$ cat src/rtl/wb_bus_arbiter_if.sv
// Bundle of every Wishbone signal around wb_bus_arbiter: two master-side
// request ports (m0 = instruction fetch, m1 = data) and one shared slave port.
//
// Handshake: a master raises cyc (bus ownership) and stb (transfer strobe).
// It holds adr/dat/sel/we stable until the slave returns ack for that cycle.
// Dropping cyc before ack aborts the transfer.
// ack and err are single-cycle pulses back to the granted master only.
//
// Modport "slave" is the arbiter's own view: it sinks the master requests and
// drives the shared slave port. Modport "master" is the view of the environment
// around the arbiter.
interface wb_bus_arbiter_if #(
  parameter int ADDR_WIDTH = 32,
  parameter int DATA_WIDTH = 32
);
  // master 0 (instruction fetch)
  logic                    m0_wb_cyc_i;
  logic                    m0_wb_stb_i;
  logic [ADDR_WIDTH-1:0]   m0_wb_adr_i;
  logic [DATA_WIDTH-1:0]   m0_wb_dat_i;
  logic [DATA_WIDTH/8-1:0] m0_wb_sel_i;
  logic                    m0_wb_we_i;
  logic                    m0_wb_ack_o;
  logic                    m0_wb_err_o;
  logic [DATA_WIDTH-1:0]   m0_wb_dat_o;
  // master 1 (data)
  logic                    m1_wb_cyc_i;
  logic                    m1_wb_stb_i;
  logic [ADDR_WIDTH-1:0]   m1_wb_adr_i;
  logic [DATA_WIDTH-1:0]   m1_wb_dat_i;
  logic [DATA_WIDTH/8-1:0] m1_wb_sel_i;
  logic                    m1_wb_we_i;
  logic                    m1_wb_ack_o;
  logic                    m1_wb_err_o;
  logic [DATA_WIDTH-1:0]   m1_wb_dat_o;
  // shared slave port
  logic                    s_wb_cyc_o;
  logic                    s_wb_stb_o;
  logic                    s_wb_we_o;
  logic [ADDR_WIDTH-1:0]   s_wb_adr_o;
  logic [DATA_WIDTH-1:0]   s_wb_dat_o;
  logic [DATA_WIDTH/8-1:0] s_wb_sel_o;
  logic                    s_wb_ack_i;
  logic [DATA_WIDTH-1:0]   s_wb_dat_i;

  modport slave (
    input  m0_wb_cyc_i, m0_wb_stb_i, m0_wb_adr_i, m0_wb_dat_i, m0_wb_sel_i, m0_wb_we_i,
    output m0_wb_ack_o, m0_wb_err_o, m0_wb_dat_o,
    input  m1_wb_cyc_i, m1_wb_stb_i, m1_wb_adr_i, m1_wb_dat_i, m1_wb_sel_i, m1_wb_we_i,
    output m1_wb_ack_o, m1_wb_err_o, m1_wb_dat_o,
    output s_wb_cyc_o, s_wb_stb_o, s_wb_we_o, s_wb_adr_o, s_wb_dat_o, s_wb_sel_o,
    input  s_wb_ack_i, s_wb_dat_i
  );

  modport master (
    output m0_wb_cyc_i, m0_wb_stb_i, m0_wb_adr_i, m0_wb_dat_i, m0_wb_sel_i, m0_wb_we_i,
    input  m0_wb_ack_o, m0_wb_err_o, m0_wb_dat_o,
    output m1_wb_cyc_i, m1_wb_stb_i, m1_wb_adr_i, m1_wb_dat_i, m1_wb_sel_i, m1_wb_we_i,
    input  m1_wb_ack_o, m1_wb_err_o, m1_wb_dat_o,
    input  s_wb_cyc_o, s_wb_stb_o, s_wb_we_o, s_wb_adr_o, s_wb_dat_o, s_wb_sel_o,
    output s_wb_ack_i, s_wb_dat_i
  );
endinterface

$ cat src/rtl/wb_bus_arbiter.sv
// Two-master round-robin Wishbone arbiter driving a single slave port.
// The FSM (IDLE/GNT0/GNT1) grants one master at a time. After the decision
// edge, the winner's request passes straight through to the slave port.
// Every transaction (ack or abort) returns to IDLE for one dead cycle. There
// is no bus parking, so a master that keeps cyc high re-arbitrates against the
// other master.
//
// Optional feature macro: WB_ARB_TIMEOUT_EN. When it is defined, an 8-bit
// counter aborts a grant that has waited TIMEOUT_CYCLES cycles without ack.
// It then pulses the owner's err output for one cycle. Without the macro,
// err is tied low and a grant waits for ack or for cyc to drop.
//
// o_dbg_state exposes the FSM state: 0 = IDLE, 1 = GNT0, 2 = GNT1.
module wb_bus_arbiter #(
  parameter int ADDR_WIDTH     = 32,
  parameter int DATA_WIDTH     = 32,
  parameter int TIMEOUT_CYCLES = 255
) (
  input  logic             clk,
  input  logic             reset,
  wb_bus_arbiter_if.slave  bus,
  output logic [1:0]       o_dbg_state
);

  localparam int SEL_WIDTH = DATA_WIDTH / 8;

  typedef enum logic [1:0] {
    IDLE = 2'd0,
    GNT0 = 2'd1,
    GNT1 = 2'd2
  } state_t;

  state_t r_state;
  // Master granted most recently; on a tie the other one wins.
  logic   r_last_grant;

  logic                  w_gnt0;
  logic                  w_gnt1;
  logic                  w_pick0;
  logic                  w_pick1;
  logic                  w_own_cyc;

  logic                  w_s_cyc;
  logic                  w_s_stb;
  logic                  w_s_we;
  logic [ADDR_WIDTH-1:0] w_s_adr;
  logic [DATA_WIDTH-1:0] w_s_dat;
  logic [SEL_WIDTH-1:0]  w_s_sel;

`ifdef WB_ARB_TIMEOUT_EN
  // A grant is aborted on its TIMEOUT_CYCLES-th ack-less cycle.
  localparam logic [7:0] TMO_LAST = 8'(TIMEOUT_CYCLES - 1);
  logic [7:0] r_tmo_cnt;
  logic       r_err0;
  logic       r_err1;
`else
  // The timeout length only matters when the counter is built.
  logic       w_unused_tmo;
  assign w_unused_tmo = (TIMEOUT_CYCLES != 0);
`endif

  assign w_gnt0 = (r_state == GNT0);
  assign w_gnt1 = (r_state == GNT1);

  // cyc of the master that currently owns the bus (0 in IDLE)
  assign w_own_cyc = (w_gnt0 & bus.m0_wb_cyc_i) | (w_gnt1 & bus.m1_wb_cyc_i);

  // IDLE decision: a lone requester wins, a tie goes to the master not granted last
  always_comb begin
    w_pick0 = 1'b0;
    w_pick1 = 1'b0;
    if (bus.m0_wb_cyc_i && bus.m1_wb_cyc_i) begin
      w_pick0 = r_last_grant;
      w_pick1 = !r_last_grant;
    end else begin
      w_pick0 = bus.m0_wb_cyc_i;
      w_pick1 = bus.m1_wb_cyc_i;
    end
  end

  // Grant FSM with registered grant owner, round-robin pointer and timeout state
  always_ff @(posedge clk or posedge reset) begin
    if (reset) begin
      r_state      <= IDLE;
      r_last_grant <= 1'b1;
`ifdef WB_ARB_TIMEOUT_EN
      r_tmo_cnt    <= 8'd0;
      r_err0       <= 1'b0;
      r_err1       <= 1'b0;
`endif
    end else begin
`ifdef WB_ARB_TIMEOUT_EN
      r_err0 <= 1'b0;
      r_err1 <= 1'b0;
`endif
      case (r_state)
        IDLE: begin
          if (w_pick0) begin
            r_state      <= GNT0;
            r_last_grant <= 1'b0;
`ifdef WB_ARB_TIMEOUT_EN
            r_tmo_cnt    <= 8'd0;
`endif
          end else if (w_pick1) begin
            r_state      <= GNT1;
            r_last_grant <= 1'b1;
`ifdef WB_ARB_TIMEOUT_EN
            r_tmo_cnt    <= 8'd0;
`endif
          end
        end
        GNT0, GNT1: begin
          // ack ends the transfer; cyc dropping without ack is an abort
          if (bus.s_wb_ack_i || !w_own_cyc) begin
            r_state <= IDLE;
`ifdef WB_ARB_TIMEOUT_EN
          end else if (r_tmo_cnt == TMO_LAST) begin
            r_state <= IDLE;
            r_err0  <= w_gnt0;
            r_err1  <= w_gnt1;
          end else begin
            r_tmo_cnt <= r_tmo_cnt + 8'd1;
`endif
          end
        end
        default: r_state <= IDLE;
      endcase
    end
  end

  // Slave port mirrors the granted master; everything is 0 in IDLE
  always_comb begin
    w_s_cyc = 1'b0;
    w_s_stb = 1'b0;
    w_s_we  = 1'b0;
    w_s_adr = '0;
    w_s_dat = '0;
    w_s_sel = '0;
    if (w_gnt0) begin
      w_s_cyc = bus.m0_wb_cyc_i;
      w_s_stb = bus.m0_wb_stb_i;
      w_s_we  = bus.m0_wb_we_i;
      w_s_adr = bus.m0_wb_adr_i;
      w_s_dat = bus.m0_wb_dat_i;
      w_s_sel = bus.m0_wb_sel_i;
    end else if (w_gnt1) begin
      w_s_cyc = bus.m1_wb_cyc_i;
      w_s_stb = bus.m1_wb_stb_i;
      w_s_we  = bus.m1_wb_we_i;
      w_s_adr = bus.m1_wb_adr_i;
      w_s_dat = bus.m1_wb_dat_i;
      w_s_sel = bus.m1_wb_sel_i;
    end
  end

  assign bus.s_wb_cyc_o = w_s_cyc;
  assign bus.s_wb_stb_o = w_s_stb;
  assign bus.s_wb_we_o  = w_s_we;
  assign bus.s_wb_adr_o = w_s_adr;
  assign bus.s_wb_dat_o = w_s_dat;
  assign bus.s_wb_sel_o = w_s_sel;

  // ack is steered to the owner only; state is IDLE while reset is high
  assign bus.m0_wb_ack_o = bus.s_wb_ack_i & w_gnt0;
  assign bus.m1_wb_ack_o = bus.s_wb_ack_i & w_gnt1;

  // Read data is broadcast to both masters but held at 0 during reset
  assign bus.m0_wb_dat_o = reset ? '0 : bus.s_wb_dat_i;
  assign bus.m1_wb_dat_o = reset ? '0 : bus.s_wb_dat_i;

`ifdef WB_ARB_TIMEOUT_EN
  assign bus.m0_wb_err_o = r_err0;
  assign bus.m1_wb_err_o = r_err1;
`else
  assign bus.m0_wb_err_o = 1'b0;
  assign bus.m1_wb_err_o = 1'b0;
`endif

  assign o_dbg_state = r_state;

endmodule

$ cat src/flat_wrapper.sv
// flat-port wrapper written by rule: the top's interface ports become plain ports
module wb_bus_arbiter_flat 
#(
  parameter int ADDR_WIDTH     = 32,
  parameter int DATA_WIDTH     = 32,
  parameter int TIMEOUT_CYCLES = 255
)
  (clk, reset, o_dbg_state, bus_m0_wb_cyc_i, bus_m0_wb_stb_i, bus_m0_wb_adr_i, bus_m0_wb_dat_i, bus_m0_wb_sel_i, bus_m0_wb_we_i, bus_m0_wb_ack_o, bus_m0_wb_err_o, bus_m0_wb_dat_o, bus_m1_wb_cyc_i, bus_m1_wb_stb_i, bus_m1_wb_adr_i, bus_m1_wb_dat_i, bus_m1_wb_sel_i, bus_m1_wb_we_i, bus_m1_wb_ack_o, bus_m1_wb_err_o, bus_m1_wb_dat_o, bus_s_wb_cyc_o, bus_s_wb_stb_o, bus_s_wb_we_o, bus_s_wb_adr_o, bus_s_wb_dat_o, bus_s_wb_sel_o, bus_s_wb_ack_i, bus_s_wb_dat_i);
  wb_bus_arbiter_if #(.ADDR_WIDTH(ADDR_WIDTH), .DATA_WIDTH(DATA_WIDTH)) bus_i ();
  input  logic clk;
  input  logic reset;
  output logic [1:0] o_dbg_state;
  input wire logic [$bits(bus_i.m0_wb_cyc_i)-1:0] bus_m0_wb_cyc_i;
  input wire logic [$bits(bus_i.m0_wb_stb_i)-1:0] bus_m0_wb_stb_i;
  input wire logic [$bits(bus_i.m0_wb_adr_i)-1:0] bus_m0_wb_adr_i;
  input wire logic [$bits(bus_i.m0_wb_dat_i)-1:0] bus_m0_wb_dat_i;
  input wire logic [$bits(bus_i.m0_wb_sel_i)-1:0] bus_m0_wb_sel_i;
  input wire logic [$bits(bus_i.m0_wb_we_i)-1:0] bus_m0_wb_we_i;
  output wire logic [$bits(bus_i.m0_wb_ack_o)-1:0] bus_m0_wb_ack_o;
  output wire logic [$bits(bus_i.m0_wb_err_o)-1:0] bus_m0_wb_err_o;
  output wire logic [$bits(bus_i.m0_wb_dat_o)-1:0] bus_m0_wb_dat_o;
  input wire logic [$bits(bus_i.m1_wb_cyc_i)-1:0] bus_m1_wb_cyc_i;
  input wire logic [$bits(bus_i.m1_wb_stb_i)-1:0] bus_m1_wb_stb_i;
  input wire logic [$bits(bus_i.m1_wb_adr_i)-1:0] bus_m1_wb_adr_i;
  input wire logic [$bits(bus_i.m1_wb_dat_i)-1:0] bus_m1_wb_dat_i;
  input wire logic [$bits(bus_i.m1_wb_sel_i)-1:0] bus_m1_wb_sel_i;
  input wire logic [$bits(bus_i.m1_wb_we_i)-1:0] bus_m1_wb_we_i;
  output wire logic [$bits(bus_i.m1_wb_ack_o)-1:0] bus_m1_wb_ack_o;
  output wire logic [$bits(bus_i.m1_wb_err_o)-1:0] bus_m1_wb_err_o;
  output wire logic [$bits(bus_i.m1_wb_dat_o)-1:0] bus_m1_wb_dat_o;
  output wire logic [$bits(bus_i.s_wb_cyc_o)-1:0] bus_s_wb_cyc_o;
  output wire logic [$bits(bus_i.s_wb_stb_o)-1:0] bus_s_wb_stb_o;
  output wire logic [$bits(bus_i.s_wb_we_o)-1:0] bus_s_wb_we_o;
  output wire logic [$bits(bus_i.s_wb_adr_o)-1:0] bus_s_wb_adr_o;
  output wire logic [$bits(bus_i.s_wb_dat_o)-1:0] bus_s_wb_dat_o;
  output wire logic [$bits(bus_i.s_wb_sel_o)-1:0] bus_s_wb_sel_o;
  input wire logic [$bits(bus_i.s_wb_ack_i)-1:0] bus_s_wb_ack_i;
  input wire logic [$bits(bus_i.s_wb_dat_i)-1:0] bus_s_wb_dat_i;
  assign bus_i.m0_wb_cyc_i = bus_m0_wb_cyc_i;
  assign bus_i.m0_wb_stb_i = bus_m0_wb_stb_i;
  assign bus_i.m0_wb_adr_i = bus_m0_wb_adr_i;
  assign bus_i.m0_wb_dat_i = bus_m0_wb_dat_i;
  assign bus_i.m0_wb_sel_i = bus_m0_wb_sel_i;
  assign bus_i.m0_wb_we_i = bus_m0_wb_we_i;
  assign bus_m0_wb_ack_o = bus_i.m0_wb_ack_o;
  assign bus_m0_wb_err_o = bus_i.m0_wb_err_o;
  assign bus_m0_wb_dat_o = bus_i.m0_wb_dat_o;
  assign bus_i.m1_wb_cyc_i = bus_m1_wb_cyc_i;
  assign bus_i.m1_wb_stb_i = bus_m1_wb_stb_i;
  assign bus_i.m1_wb_adr_i = bus_m1_wb_adr_i;
  assign bus_i.m1_wb_dat_i = bus_m1_wb_dat_i;
  assign bus_i.m1_wb_sel_i = bus_m1_wb_sel_i;
  assign bus_i.m1_wb_we_i = bus_m1_wb_we_i;
  assign bus_m1_wb_ack_o = bus_i.m1_wb_ack_o;
  assign bus_m1_wb_err_o = bus_i.m1_wb_err_o;
  assign bus_m1_wb_dat_o = bus_i.m1_wb_dat_o;
  assign bus_s_wb_cyc_o = bus_i.s_wb_cyc_o;
  assign bus_s_wb_stb_o = bus_i.s_wb_stb_o;
  assign bus_s_wb_we_o = bus_i.s_wb_we_o;
  assign bus_s_wb_adr_o = bus_i.s_wb_adr_o;
  assign bus_s_wb_dat_o = bus_i.s_wb_dat_o;
  assign bus_s_wb_sel_o = bus_i.s_wb_sel_o;
  assign bus_i.s_wb_ack_i = bus_s_wb_ack_i;
  assign bus_i.s_wb_dat_i = bus_s_wb_dat_i;
  wb_bus_arbiter #(.ADDR_WIDTH(ADDR_WIDTH), .DATA_WIDTH(DATA_WIDTH), .TIMEOUT_CYCLES(TIMEOUT_CYCLES)) u_core (.clk(clk), .reset(reset), .bus(bus_i), .o_dbg_state(o_dbg_state));
endmodule
$ cat config.mk
export PLATFORM = sky130hd
export DESIGN_NAME = wb_bus_arbiter_flat
export DESIGN_NICKNAME = d
export VERILOG_FILES = /design/src/rtl/wb_bus_arbiter_if.sv /design/src/rtl/wb_bus_arbiter.sv /design/src/flat_wrapper.sv
export SDC_FILE = /design/constraint.sdc
export NUM_CORES = 1
export LEC_CHECK = 0
export BUFFER_PORTS_ARGS = -buffer_cell sky130_fd_sc_hd__buf_2
export CORE_AREA = 2 2 123 125
export CTS_BUF_LIST = sky130_fd_sc_hd__clkbuf_4 sky130_fd_sc_hd__clkbuf_8
export DETAILED_ROUTE_END_ITERATION = 7
export DIE_AREA = 0 0 125 127
export PLACE_DENSITY = 0.47
export SLEW_MARGIN = 20
export SYNTH_ARGS = -nofsm -noshare
export SYNTH_HDL_FRONTEND = slang
export SYNTH_SLANG_ARGS = --single-unit
export TNS_END_PERCENT = 1
$ cat constraint.sdc
create_clock -name clk -period 1.9 [get_ports clk]
set_input_delay 0.095 -clock clk [delete_from_list [all_inputs] [get_ports clk]]
set_output_delay 0.095 -clock clk [all_outputs]
set_load 0.02 [all_outputs]
==> run metrics <==
TritonRoute pass-1 iters=4; worst slew pin tran=approximately 0.56 ns; CTS Buf Count=3; Clock Pin Slew Worst Setup and Hold Paths=0.03 ns; Internal=1.437 mW; maximum clock frequency=approximately 0.58 GHz; Leakage=roughly 1.9 nW; number of global-route vias before repair=2536; sequential area share after synthesis=around 4.5%; Hold Buf Count CTS=0; total number of yosys warnings=0; Port Buffer Count=between 300 and 400; Storage cell area=roughly 76 µm²; synth-to-layout area growth=95.46%; Comb power frac=between 90% and 100%; share of cells above drive strength 1=55.95%; Max Slew Vio Count=0; post-route clock period utilization=approximately nine tenths; initial detailed-routing violation count=~110; antenna violations before repair=0; Reg power frac=3.5%; die area=15880 µm²; PD cells=approximately 1100 nW/µm²; final hold slack=around 0.028 ns; largest cells by area after synthesis=nand2_1, o21ai_0, buf_4, nor2b_1, clkbuf_1; Clock Skew=0.002938 ns; max-cap violations=0; Arr. time, crit path=1.62 ns; min cycle time layout=1.719 ns; dpl hpwl=about 7400 µm; die height=127 µm; number of fill cells=1674; FP Rows=44; Post-Syn Instances=322; non-filler cells, final=approximately 770; area of the multi-input gates=~1200 µm²; crit-path max FO=40; Crit. Startpoint=u_core.o_dbg_state[0]; setup bufs post-CTS=0; Final nets=roughly 770; Vias=roughly 3k; CTS max path bufs=2; Hold WC Path Type=input pin to async pin; Cell variety after synth=22; Yosys reg bits=3; Overflow after GRT=0; largest area contributor in the netlist=nand2_1; final setup TNS=0 ns; PostCTS Resize Cnt=0; Initial Utilization=a little under an eighth; CP Buf/Inv Count=3; crit path capture type=output port; first-pass GRT wire length=12540 µm; die width=between 100 and 150 µm; critical path cell sequence=inv_1 > ha_2 > buf_12 > nand2_1 > o21ai_0 > buf_2; GPL Wtd Cong=around 0.74; Sink Count=3; Core Box Area=roughly 14000 µm²; ant diodes=0; delay-heaviest family, CP=buffers and inverters; Residual DRC=0; # IOs=between 300 and 400; vias per inst=around 3.8; VDD IR-drop max=approximately 0.31 mV; CP Class=register to output port; status=finished clean; Required @ worst endpoint=roughly 1.8 ns; kind of start point of the critical path=register; Avg WL per Cell=11.52 µm; share of the synthesized area in the top cell type=between 30 and 40%; Detailed Route WL=8895 µm; RSZ-0062 raised after global routing=no; Netlist Area Pre-Place=1680 µm²; final setup violation count=0; Mapped Avg Cell Area=5.219 µm²; CP max stage cell=dfrtp_1; Hold Vio Cnt, Final=0; Slew headroom=~62%; switching share of power=approximately three fifths; TritonCTS clock tree=yes; GR Util All Layers=9.568%; clock insertion delay at the later pin of the skew report=between 0.2 and 0.25 ns; ANT nets after route=0; r2r startpoint=u_core.o_dbg_state[1]; H-tree Lvls=1; root buffer selected by CTS=clkbuf_8; Placed Cells=768; Switching Power=between 2 and 2.5 mW; CP max stage delay=0.36 ns; largest net degree at the start of global routing=between 70 and 80; Clk pwr share=5.3%
[synth_stat cells]
| cell type | number |
|---|---|
| inv_1 | 3 |
| a21oi_1 | 1 |
| buf_4 | 35 |
| a22o_1 | 5 |
| nand2b_1 | 1 |
| clkbuf_1 | 17 |
| and2_1 | 2 |
| or3b_1 | 1 |
| buf_1 | 1 |
| o22ai_1 | 2 |
| ha_1 | 3 |
| a31oi_1 | 1 |
| a41o_1 | 2 |
| conb_1 | 1 |
| buf_2 | 7 |
| dfrtp_1 | 2 |
| nand2_1 | 135 |
| a22oi_2 | 1 |
| o21ai_0 | 66 |
| nor2b_1 | 33 |
| nand3b_1 | 2 |
| dfstp_2 | 1 |
[stage by stage]
stage               power [mW]  setup slack, ns  util, %  instance area (µm²)
global placement         3.618           0.3348    22.43                 3236
CTS                      3.821           0.1601    22.77                 3284
finish                   3.762           0.1807    22.77                 3284
floorplan                2.353          0.07949        -                 1684
global route             4.108          0.02663    22.77                 3284
detailed placement       3.607           0.3160    22.43                 3236
[final timing paths]
kind | endpoint | slack [ns] | depth (start not counted)
min in group clk | u_core.r_last_grant | 0.14 | 2
max | bus_s_wb_adr_o[30] | 0.18 | 6
min | u_core.o_dbg_state[0] | 0.03 | 2
min reg2reg | u_core.r_last_grant | 0.53 | 2
max reg2reg | u_core.o_dbg_state[1] | 0.31 | 5
max in group asynchronous | u_core.r_last_grant | 1.65 | 2
[sequential cells by signal (all words and copies together) (netlist names)]
name and count:
u_core.r_last_grant 1, u_core.o_dbg_state 2
[logic make-up after synthesis]
| group | count (synthesis) | synth area share [%] |
|---|---|---|
| DFF | 3 | 4.542 |
| AOI/OAI and AO/OA | 78 | 25.61 |
| buffers and inverters | 63 | 22.41 |
| other | 1 | 0.2232 |
| and+or+nand+nor | 174 | 44.97 |
| adders and majority gates | 3 | 2.234 |
[power groups by stage]
stage          clock, mW  combinational (mW)  sequential (mW)
2_1_floorplan          0                2.20            0.155
3_5_place_dp           0                3.48            0.130
6_report           0.200                3.43            0.130
4_1_cts            0.206                3.49            0.129
3_3_place_gp           0                3.49            0.129
5_1_grt            0.214                3.76            0.132
[routing by layer]
layer	share of wire, %	track usage, %	vias to the layer above
met4	0.96	2.092	0
li1	-	-	1529
met3	8.0	1.131	6
met1	38	10.63	1231
met2	53	19.31	157
met5	0	0	-
[area by class of cell]
type | count | share of cell area, %
inverter | 3 | 0.3429
tap | 184 | 7.010
timing repair buffer | 321 | 50.90
clock buffer | 4 | 1.486
multi-input combinational | 257 | 37.94
sequential | 3 | 2.324
[layout by cell type (no fill, tap or decap), types with 3 or more instances in the layout]
master,instances
nor2b_1,33
nand2_1,135
buf_2,315
o21ai_0,66
a22o_1,5
clkbuf_8,3
buf_12,4
inv_1,3
No activity file was read; power rests on OpenSTA's default activity.
